===== config.mk =====
export PLATFORM = sky130hd
export DESIGN_NAME = seg7_probe_mux
export DESIGN_NICKNAME = d
export VERILOG_FILES = /design/src/rtl/seg7_probe_mux.sv
export SDC_FILE = /design/constraint.sdc
export NUM_CORES = 1
export LEC_CHECK = 0
export CAP_MARGIN = 10
export CORE_AREA = 5 5 146 148
export DETAILED_ROUTE_END_ITERATION = 8
export DIE_AREA = 0 0 151 153
export PLACE_DENSITY_LB_ADDON = 0.25
export SYNTH_ARGS = -nofsm -noshare
export SYNTH_HDL_FRONTEND = slang
export SYNTH_SLANG_ARGS = --single-unit

===== constraint.sdc =====
create_clock -name clk -period 3.64 [get_ports clk]
set_input_delay 0.728 -clock clk [delete_from_list [all_inputs] [get_ports clk]]
set_output_delay 0.728 -clock clk [all_outputs]
set_load 0.1 [all_outputs]

===== src/rtl/seg7_probe_mux.sv =====
// seg7_probe_mux: debug probe viewer. Samples one of NUM_CH probe words,
// either periodically (every REFRESH_DIV clocks unless frozen) or when the
// debounced step button advances the channel, and drives it as hex digits
// on active-low seven-segment outputs.
//
// Ports:
//   clk          system clock, rising edge
//   rst          synchronous active-high reset
//   probe_data   NUM_CH*DATA_W, channel c at [c*DATA_W +: DATA_W]
//   btn_next     raw asynchronous step button, active-high
//   freeze       suppresses periodic sampling while high
//   ch_sel       displayed channel (registered)
//   sample_tick  one-cycle pulse on every capture (registered)
//   seg_out      NDIG*7, digit k at [k*7 +: 7], bit0=a..bit6=g, active-low
//
// Build option: define SEG7_LZ_BLANK_EN to blank leading-zero digits.
module seg7_probe_mux #(
  parameter int unsigned NUM_CH       = 4,
  parameter int unsigned DATA_W       = 16,
  parameter int unsigned REFRESH_DIV  = 2500000,
  parameter int unsigned DEBOUNCE_CYC = 250000
) (
  input  logic                                          clk,
  input  logic                                          rst,
  input  logic [NUM_CH*DATA_W-1:0]                      probe_data,
  input  logic                                          btn_next,
  input  logic                                          freeze,
  output logic [((NUM_CH > 1) ? $clog2(NUM_CH) : 1)-1:0] ch_sel,
  output logic                                          sample_tick,
  output logic [(DATA_W/4)*7-1:0]                       seg_out
);

  localparam int unsigned SEL_W   = (NUM_CH > 1) ? $clog2(NUM_CH) : 1;
  localparam int unsigned NDIG    = DATA_W / 4;
  localparam int unsigned SEG_W   = NDIG * 7;
  localparam int unsigned REF_W   = $clog2(REFRESH_DIV);
  localparam int unsigned DEB_TGT = (DEBOUNCE_CYC > 1) ? DEBOUNCE_CYC - 1 : 1;
  localparam int unsigned DEB_W   = $clog2(DEB_TGT + 1);

  typedef enum logic [1:0] {
    IDLE        = 2'd0,
    ARM_PRESS   = 2'd1,
    HELD        = 2'd2,
    ARM_RELEASE = 2'd3
  } deb_state_t;

  // Standard hex glyphs, active-low, b and d lowercase
  function automatic logic [6:0] hex_glyph(input logic [3:0] nib);
    logic [6:0] g;
    case (nib)
      4'h0: g = 7'h40;  4'h1: g = 7'h79;  4'h2: g = 7'h24;  4'h3: g = 7'h30;
      4'h4: g = 7'h19;  4'h5: g = 7'h12;  4'h6: g = 7'h02;  4'h7: g = 7'h78;
      4'h8: g = 7'h00;  4'h9: g = 7'h10;  4'hA: g = 7'h08;  4'hB: g = 7'h03;
      4'hC: g = 7'h46;  4'hD: g = 7'h21;  4'hE: g = 7'h06;  default: g = 7'h0E;
    endcase
    return g;
  endfunction

  // Whole-word encode; optional leading-zero blanking scans from the top digit
  function automatic logic [SEG_W-1:0] seg_encode(input logic [DATA_W-1:0] val);
    logic [SEG_W-1:0] seg;
`ifdef SEG7_LZ_BLANK_EN
    logic lead;
    lead = 1'b1;
`endif
    seg = '0;
    for (int k = int'(NDIG) - 1; k >= 0; k--) begin
      seg[k*7 +: 7] = hex_glyph(val[k*4 +: 4]);
`ifdef SEG7_LZ_BLANK_EN
      if (val[k*4 +: 4] != 4'h0) lead = 1'b0;
      if (lead && (k != 0)) seg[k*7 +: 7] = 7'h7F;
`endif
    end
    return seg;
  endfunction

  logic              btn_meta, btn_sync;
  deb_state_t        state_q, state_d;
  logic [DEB_W-1:0]  deb_cnt_q, deb_cnt_d;
  logic              step_c;
  logic              step_q;
  logic [REF_W-1:0]  ref_cnt_q;
  logic              ref_term_c;
  logic              cap_c;
  logic [DATA_W-1:0] slice_c;
  logic [DATA_W-1:0] cap_q;

  // Two-flop synchronizer for the raw button
  always_ff @(posedge clk) begin
    if (rst) begin
      btn_meta <= 1'b0;
      btn_sync <= 1'b0;
    end else begin
      btn_meta <= btn_next;
      btn_sync <= btn_meta;
    end
  end

  // Debounce state register
  always_ff @(posedge clk) begin
    if (rst) begin
      state_q   <= IDLE;
      deb_cnt_q <= '0;
    end else begin
      state_q   <= state_d;
      deb_cnt_q <= deb_cnt_d;
    end
  end

  // Debounce next-state: the sample that leaves IDLE/HELD counts as the first
  always_comb begin
    state_d   = state_q;
    deb_cnt_d = deb_cnt_q;
    step_c    = 1'b0;
    case (state_q)
      IDLE: begin
        if (btn_sync) begin
          state_d   = ARM_PRESS;
          deb_cnt_d = DEB_W'(1);
        end
      end
      ARM_PRESS: begin
        if (!btn_sync) begin
          state_d = IDLE;
        end else if (deb_cnt_q >= DEB_W'(DEB_TGT)) begin
          state_d = HELD;
          step_c  = 1'b1;
        end else begin
          deb_cnt_d = deb_cnt_q + DEB_W'(1);
        end
      end
      HELD: begin
        if (!btn_sync) begin
          state_d   = ARM_RELEASE;
          deb_cnt_d = DEB_W'(1);
        end
      end
      default: begin
        if (btn_sync) begin
          state_d = HELD;
        end else if (deb_cnt_q >= DEB_W'(DEB_TGT)) begin
          state_d = IDLE;
        end else begin
          deb_cnt_d = deb_cnt_q + DEB_W'(1);
        end
      end
    endcase
  end

  // Channel slice for the current ch_sel
  always_comb begin
    slice_c = '0;
    for (int c = 0; c < int'(NUM_CH); c++) begin
      if (ch_sel == SEL_W'(c)) slice_c = probe_data[c*DATA_W +: DATA_W];
    end
  end

  // A pending forced capture wins; a periodic one is also held off in the
  // step cycle itself so a coincident terminal count yields a single tick.
  assign ref_term_c = (ref_cnt_q == REF_W'(REFRESH_DIV - 1));
  assign cap_c      = step_q || (ref_term_c && !freeze && !step_c);

  // Channel select, refresh counter, capture register and display
  always_ff @(posedge clk) begin
    if (rst) begin
      ch_sel      <= '0;
      step_q      <= 1'b0;
      ref_cnt_q   <= '0;
      cap_q       <= '0;
      sample_tick <= 1'b0;
      seg_out     <= seg_encode(DATA_W'(0));
    end else begin
      step_q      <= step_c;
      sample_tick <= cap_c;
      seg_out     <= seg_encode(cap_q);
      if (step_c) begin
        ch_sel <= (ch_sel == SEL_W'(NUM_CH - 1)) ? '0 : ch_sel + SEL_W'(1);
      end
      if (cap_c) cap_q <= slice_c;
      if (step_q || ref_term_c) ref_cnt_q <= '0;
      else                      ref_cnt_q <= ref_cnt_q + REF_W'(1);
    end
  end

endmodule


# After elaboration in Yosys (flattened, before gate mapping)

Memories as Yosys holds them, arrays and structs flattened. A register that Yosys moved wholly into a read port is not among the register bits.
Index checks and enable logic that the tools add are counted.

Eq/ne operators: 11
Bitwise gates (word level): 0
Div/mod/pow operators: 0
Muxes and demuxes: 21
Reductions and logical operators: 12
Add/subtract/negate cells: 3
Magnitude comparators: 1
Shift operators: 0
$mul: 0

Operators with widths:

| cell                    | count |
|---|---|
| $mux W18                | 5 |
| $mux W16                | 4 |
| $pmux W18 S3            | 1 |
| $add A22 B1 Y22 const B | 1 |
| $eq A22 B22 Y1 const B  | 1 |
| $add A18 B1 Y18 const B | 1 |
| $ge A18 B18 Y1 const B  | 1 |
| $mux W2                 | 7 |
| $reduce_and A4 Y1       | 2 |
| $eq A2 B2 Y1 const B    | 3 |
| $ne A2 B2 Y1 const B    | 3 |
| $pmux W2 S3             | 1 |
| $eq A2 B1 Y1 const B    | 2 |
| $logic_not A2 Y1        | 2 |
| $reduce_bool A4 Y1      | 1 |
| $mux W1                 | 3 |
| $ne A3 B1 Y1 const B    | 1 |
| $ne A3 B3 Y1 const B    | 1 |
| $add A2 B1 Y2 const B   | 1 |
| $logic_and A1 B1 Y1     | 2 |
| $logic_not A1 Y1        | 2 |
| $logic_or A1 B1 Y1      | 2 |
| $reduce_or A2 Y1        | 1 |

Memories kept: 4
Output and inout bits: 31
Bits in read-only memories: 448
Memory bits (writable): 0
Register bits after elaboration: 64
Word-level logic and storage cells: 61
Bits in latches: 0
Bits of input ports: 68

Memories:

| name            | depth | bits a word | read ports | clocked after Yosys merged registers in | wr ports | RTL line | RTL |
|---|---|---|---|---|---|---|---|
| (no name shown) | 16    | 7           | 1          | 1                                       | 0        | 50       | `case (nib)` |
| (no name shown) | 16    | 7           | 1          | 1                                       | 0        | 50       |  |
| (no name shown) | 16    | 7           | 1          | 1                                       | 0        | 50       |  |
| (no name shown) | 16    | 7           | 1          | 1                                       | 0        | 50       |  |

# Longest topological paths before layout

Depth after elaboration: 7
Gate-level depth with buffers: 9
Depth with buffers taken out: 7

# Worst setup path before layout

OpenSTA, ideal clock, no wires.

Kind: flip-flop to flip-flop
Start point: register ch_sel[1] (netlist bit)
End point: register cap_q[12]
Buffers on the path: 2
Library setup time: 0.088 ns
Stages on the path, launching flop included: 10
Data required time: 3.552 ns
Setup slack: 0.864 ns
Clock period less this slack: 2.776 ns
Arrival: 2.688 ns
Path through: dfxtp_1 inv_1 ha_1 clkbuf_1 nor2b_1 clkbuf_1 a221oi_1 nor3_1 a21oi_1 a311oi_2

Word-level cells in the longest chain between the ends: 5
Elaborated cells on any way between the ends: 8
Those cells by class: eq/ne (3); mux (4); reduce/logical (1)

Ends and longest elaborated chain:

| what                   | RTL line | RTL |
|---|---|---|
| start, declared        | 28       | `output logic [((NUM_CH > 1) ? $clog2(NUM_CH) : 1)-1:0] ch_sel,` |
| start signal, assigned | 177      | `ch_sel <= (ch_sel == SEL_W'(NUM_CH - 1)) ? '0 : ch_sel + SEL_W'(1);` |
| $logic_not A2 Y1       | 154      | `if (ch_sel == SEL_W'(c)) slice_c = probe_data[c*DATA_W +: DATA_W];` |
| $mux W16 (3 in series) | 154      |  |
| $mux W16 *             | 154      |  |
| end signal, assigned   | 179      | `if (cap_c) cap_q <= slice_c;` |
| end, declared          | 86       | `logic [DATA_W-1:0] cap_q;` |

Mark *: on every way between the ends. The rest lies on a longest branch, timed or not.
A chain may end at the register's enable or synchronous reset.

# Worst setup path in the final report

Start point: register ch_sel[0] (netlist bit)
End point: output port ch_sel[0] (netlist bit)

No word-level cell between the ends.

==> flow_summary.toml <==
[power]
p_int_mw = 1.783
swShare = 0.2046
power_frac_clock = 0.487
p_leak_nw = 2.143
comb_power_share = 0.060
p_sw_uw = 458.5
p_seq_frac = 0.453
p_per_area_mw_per_mm2 = 349.7
peakVddDrop_mv = 0.1503

[floorplan]
core_mm2 = 0.01991
die_x_um = 151
start_util = 0.2445
rows = 52
die_h_um = 153
ios = 99
dieArea_mm2 = 0.02310

[global_route]
antenna_found_initial = 0
grt_pass1_vias = 4213
grt_overflow = 0
grt_first_pass_wirelength_mm = 21.22
grt.total_usage = 0.1122
grt_max_degree = 34

[synth]
synth_seq_cells = 92
synth_edf_count = 0
yosysSeqAreaShare = 0.3784
synthArstFlopShare = 0
yosys_most_used_dff = "dfxtp_1"
netlist_area_mm2 = 0.004867
avgSynthCellArea_um2 = 8.166
synth_cell_type_count = 48
syn-num-nets = 694
ys_warn_count = 0
syn_inst = 596

[status]
status = "complete, no violations"

[critical_path]
critPathTopFamily = "buffers and inverters"
critPathArrivalTime_ns = 1.94
crit_chain = "clkdlybuf4s50_1"
cp_slowest_cell = "clkdlybuf4s50_1"
crit_buf_inv = 1
crit_path_max_fanout = 5
start_kind = "flop"
cp.required_ns = 2.91
path_class = "reg -> out"
end_kind = "output port"
max_stage_delay_ns = 1.19

[clock_tree]
holdBufCountCts = 0
cts_tree = "done"
cts.sinks = 92
cts_max_level = 3
cts_buffer_depth = 2
insertion_delay_ns = 0.35
ctsResizeCount = 0
cts_setup_buffers = 0
clk_pin_slew_ns = 0.06
cts_buffers = 9
clockRootBuffer = "clkbuf_16"

[route]
drc_errors = 0
postRouteAntennaNets = 0
wl_per_cell_um = 13.35
first_pass_iters = 4
wl_mm = 12.65
num_vias = 4360
initialDrtViolationCount = 230
vias_per_cell = 4.604

[sta]
finalSetupTns_ns = 0
max_freq_mhz = 374.4
maxSlewViolCount = 0
rsz0062_at_grt = "false"
min_period_over_period = 0.7337
setup_viol = 0
timing.slew.headroom = 0.3184
hold_viol_final = 0
finClkSkew_ns = 0.007571
min_period_ns = 2.671
timing.hold.ws_ns = 0.4440
worstMarginPinSlew_ns = 1.019

[finish]
n_antenna_cell = 0
final_cells = 947
num-nets-final = 770
fill_cells = 2136
layout_commonest_cell = "clkdlybuf4s50_1"
mostFrequentLayoutCells = "clkdlybuf4s50_1, dfxtp_1, nor2_1, a21oi_1, nand2_1"
drive_above_1_share = 0.04579
synthToLayoutAreaGrowth_pct = 31.67

[placed_design]
dp.cells = 931
gp_congestion = 0.7814
dp_hpwl_mm = 9.294
port_buffers = 98

[run]
drv_cap = 0

[worst_hold_path]
hold_path.class = "reg -> reg"
[metrics by stage]
stage          instance area (µm²)    util  power [mW]  setup slack, ns
4_1_cts                       6409  0.3219       2.279           0.9333
6_report                      6409  0.3219       2.241           0.9694
5_1_grt                       6409  0.3219       2.339           0.7455
3_5_place_dp                  6058  0.3043       1.175            1.016
3_3_place_gp                  6058  0.3043       1.175            1.039
2_1_floorplan                 4867       -       1.085           0.8643
[area by class of cell]
cell class / count / area [µm²] / share of cell area
repair buffers: 103 / 1013 / 0.1581
multi-input cells: 442 / 2775 / 0.4330
clock inverters: 6 / 111.4 / 0.01738
clock buffers: 10 / 239.0 / 0.03729
flip-flops and latches: 92 / 1842 / 0.2874
inverters: 24 / 90.09 / 0.01406
well taps: 270 / 337.8 / 0.05271
[flip-flops by register name (all words and copies together), names as in the netlist, named ones only]
name and count:
btn_sync 1, seg_out 28, deb_cnt_q 18, state_q 1, ref_cnt_q 22, cap_q 16
btn_meta 1, ch_sel 2, step_q 1, sample_tick 1
[final timing paths]
check	cells past startpoint	slack, ns	startpoint	to
max	1	0.97	ch_sel[0]	ch_sel[0]
min	1	0.44	btn_meta	btn_sync
max reg2reg	6	1.01	deb_cnt_q[0]	cap_q[12]
min reg2reg	1	0.44	btn_meta	btn_sync
[synthesized netlist by cell type, drive strengths merged, types with 4 or more instances]
master	number	area, µm²
ha	30	375.4
inv	24	90.09
nand3	16	80.08
xnor2	13	113.9
nand2b	6	37.54
xor2	7	61.31
nor2b	23	143.9
nand2	52	195.2
clkbuf	27	101.4
a211oi	11	82.58
a311oi	23	207.7
o21ai	25	125.1
buf	11	62.55
or3	17	106.4
nor3	27	135.1
dfxtp	92	1842
a21oi	65	325.3
o31ai	4	43.79
a221oi	15	131.4
nand4	7	43.79
nor2	65	244.0
[cells by family (layout without fill, tap and decap cells)]
logic type	Yosys count	in the layout	share of synthesized area
AO/OA/AOI/OAI	159	159	0.2188
adder cells (fa/ha/maj)	30	30	0.07712
XOR/XNOR	20	20	0.03599
buffers and inverters	62	143	0.05218
multiplexers	5	5	0.01080
AND/OR/NAND/NOR	228	228	0.2267
flip-flops	92	92	0.3784
[power groups by stage]
stage | combinational (mW) | clock [mW] | sequential [mW]
global placement | 0.136 | 0 | 1.04
detailed placement | 0.136 | 0 | 1.04
global route | 0.147 | 1.18 | 1.02
finish | 0.134 | 1.09 | 1.02
floorplan | 0.0469 | 0 | 1.04
CTS | 0.136 | 1.13 | 1.02
[worst reg2reg max path, stage by stage, from the launching register on]
cell      delay [ns]
dfxtp_1         0.40
ha_1            0.21
nand3_1         0.14
a2111o_1        0.47
a2111o_1        0.84
a21oi_1         0.34
a311oi_2        0.07
[routing by layer]
metal	vias to the layer above	share of wire	global-route usage
met5	-	0	0
met4	0	0.016	0.03929
met3	14	0.051	0.02843
met2	74	0.45	0.1697
met1	1982	0.48	0.1544
li1	2290	-	-
No activity file was read; power rests on OpenSTA's default activity.
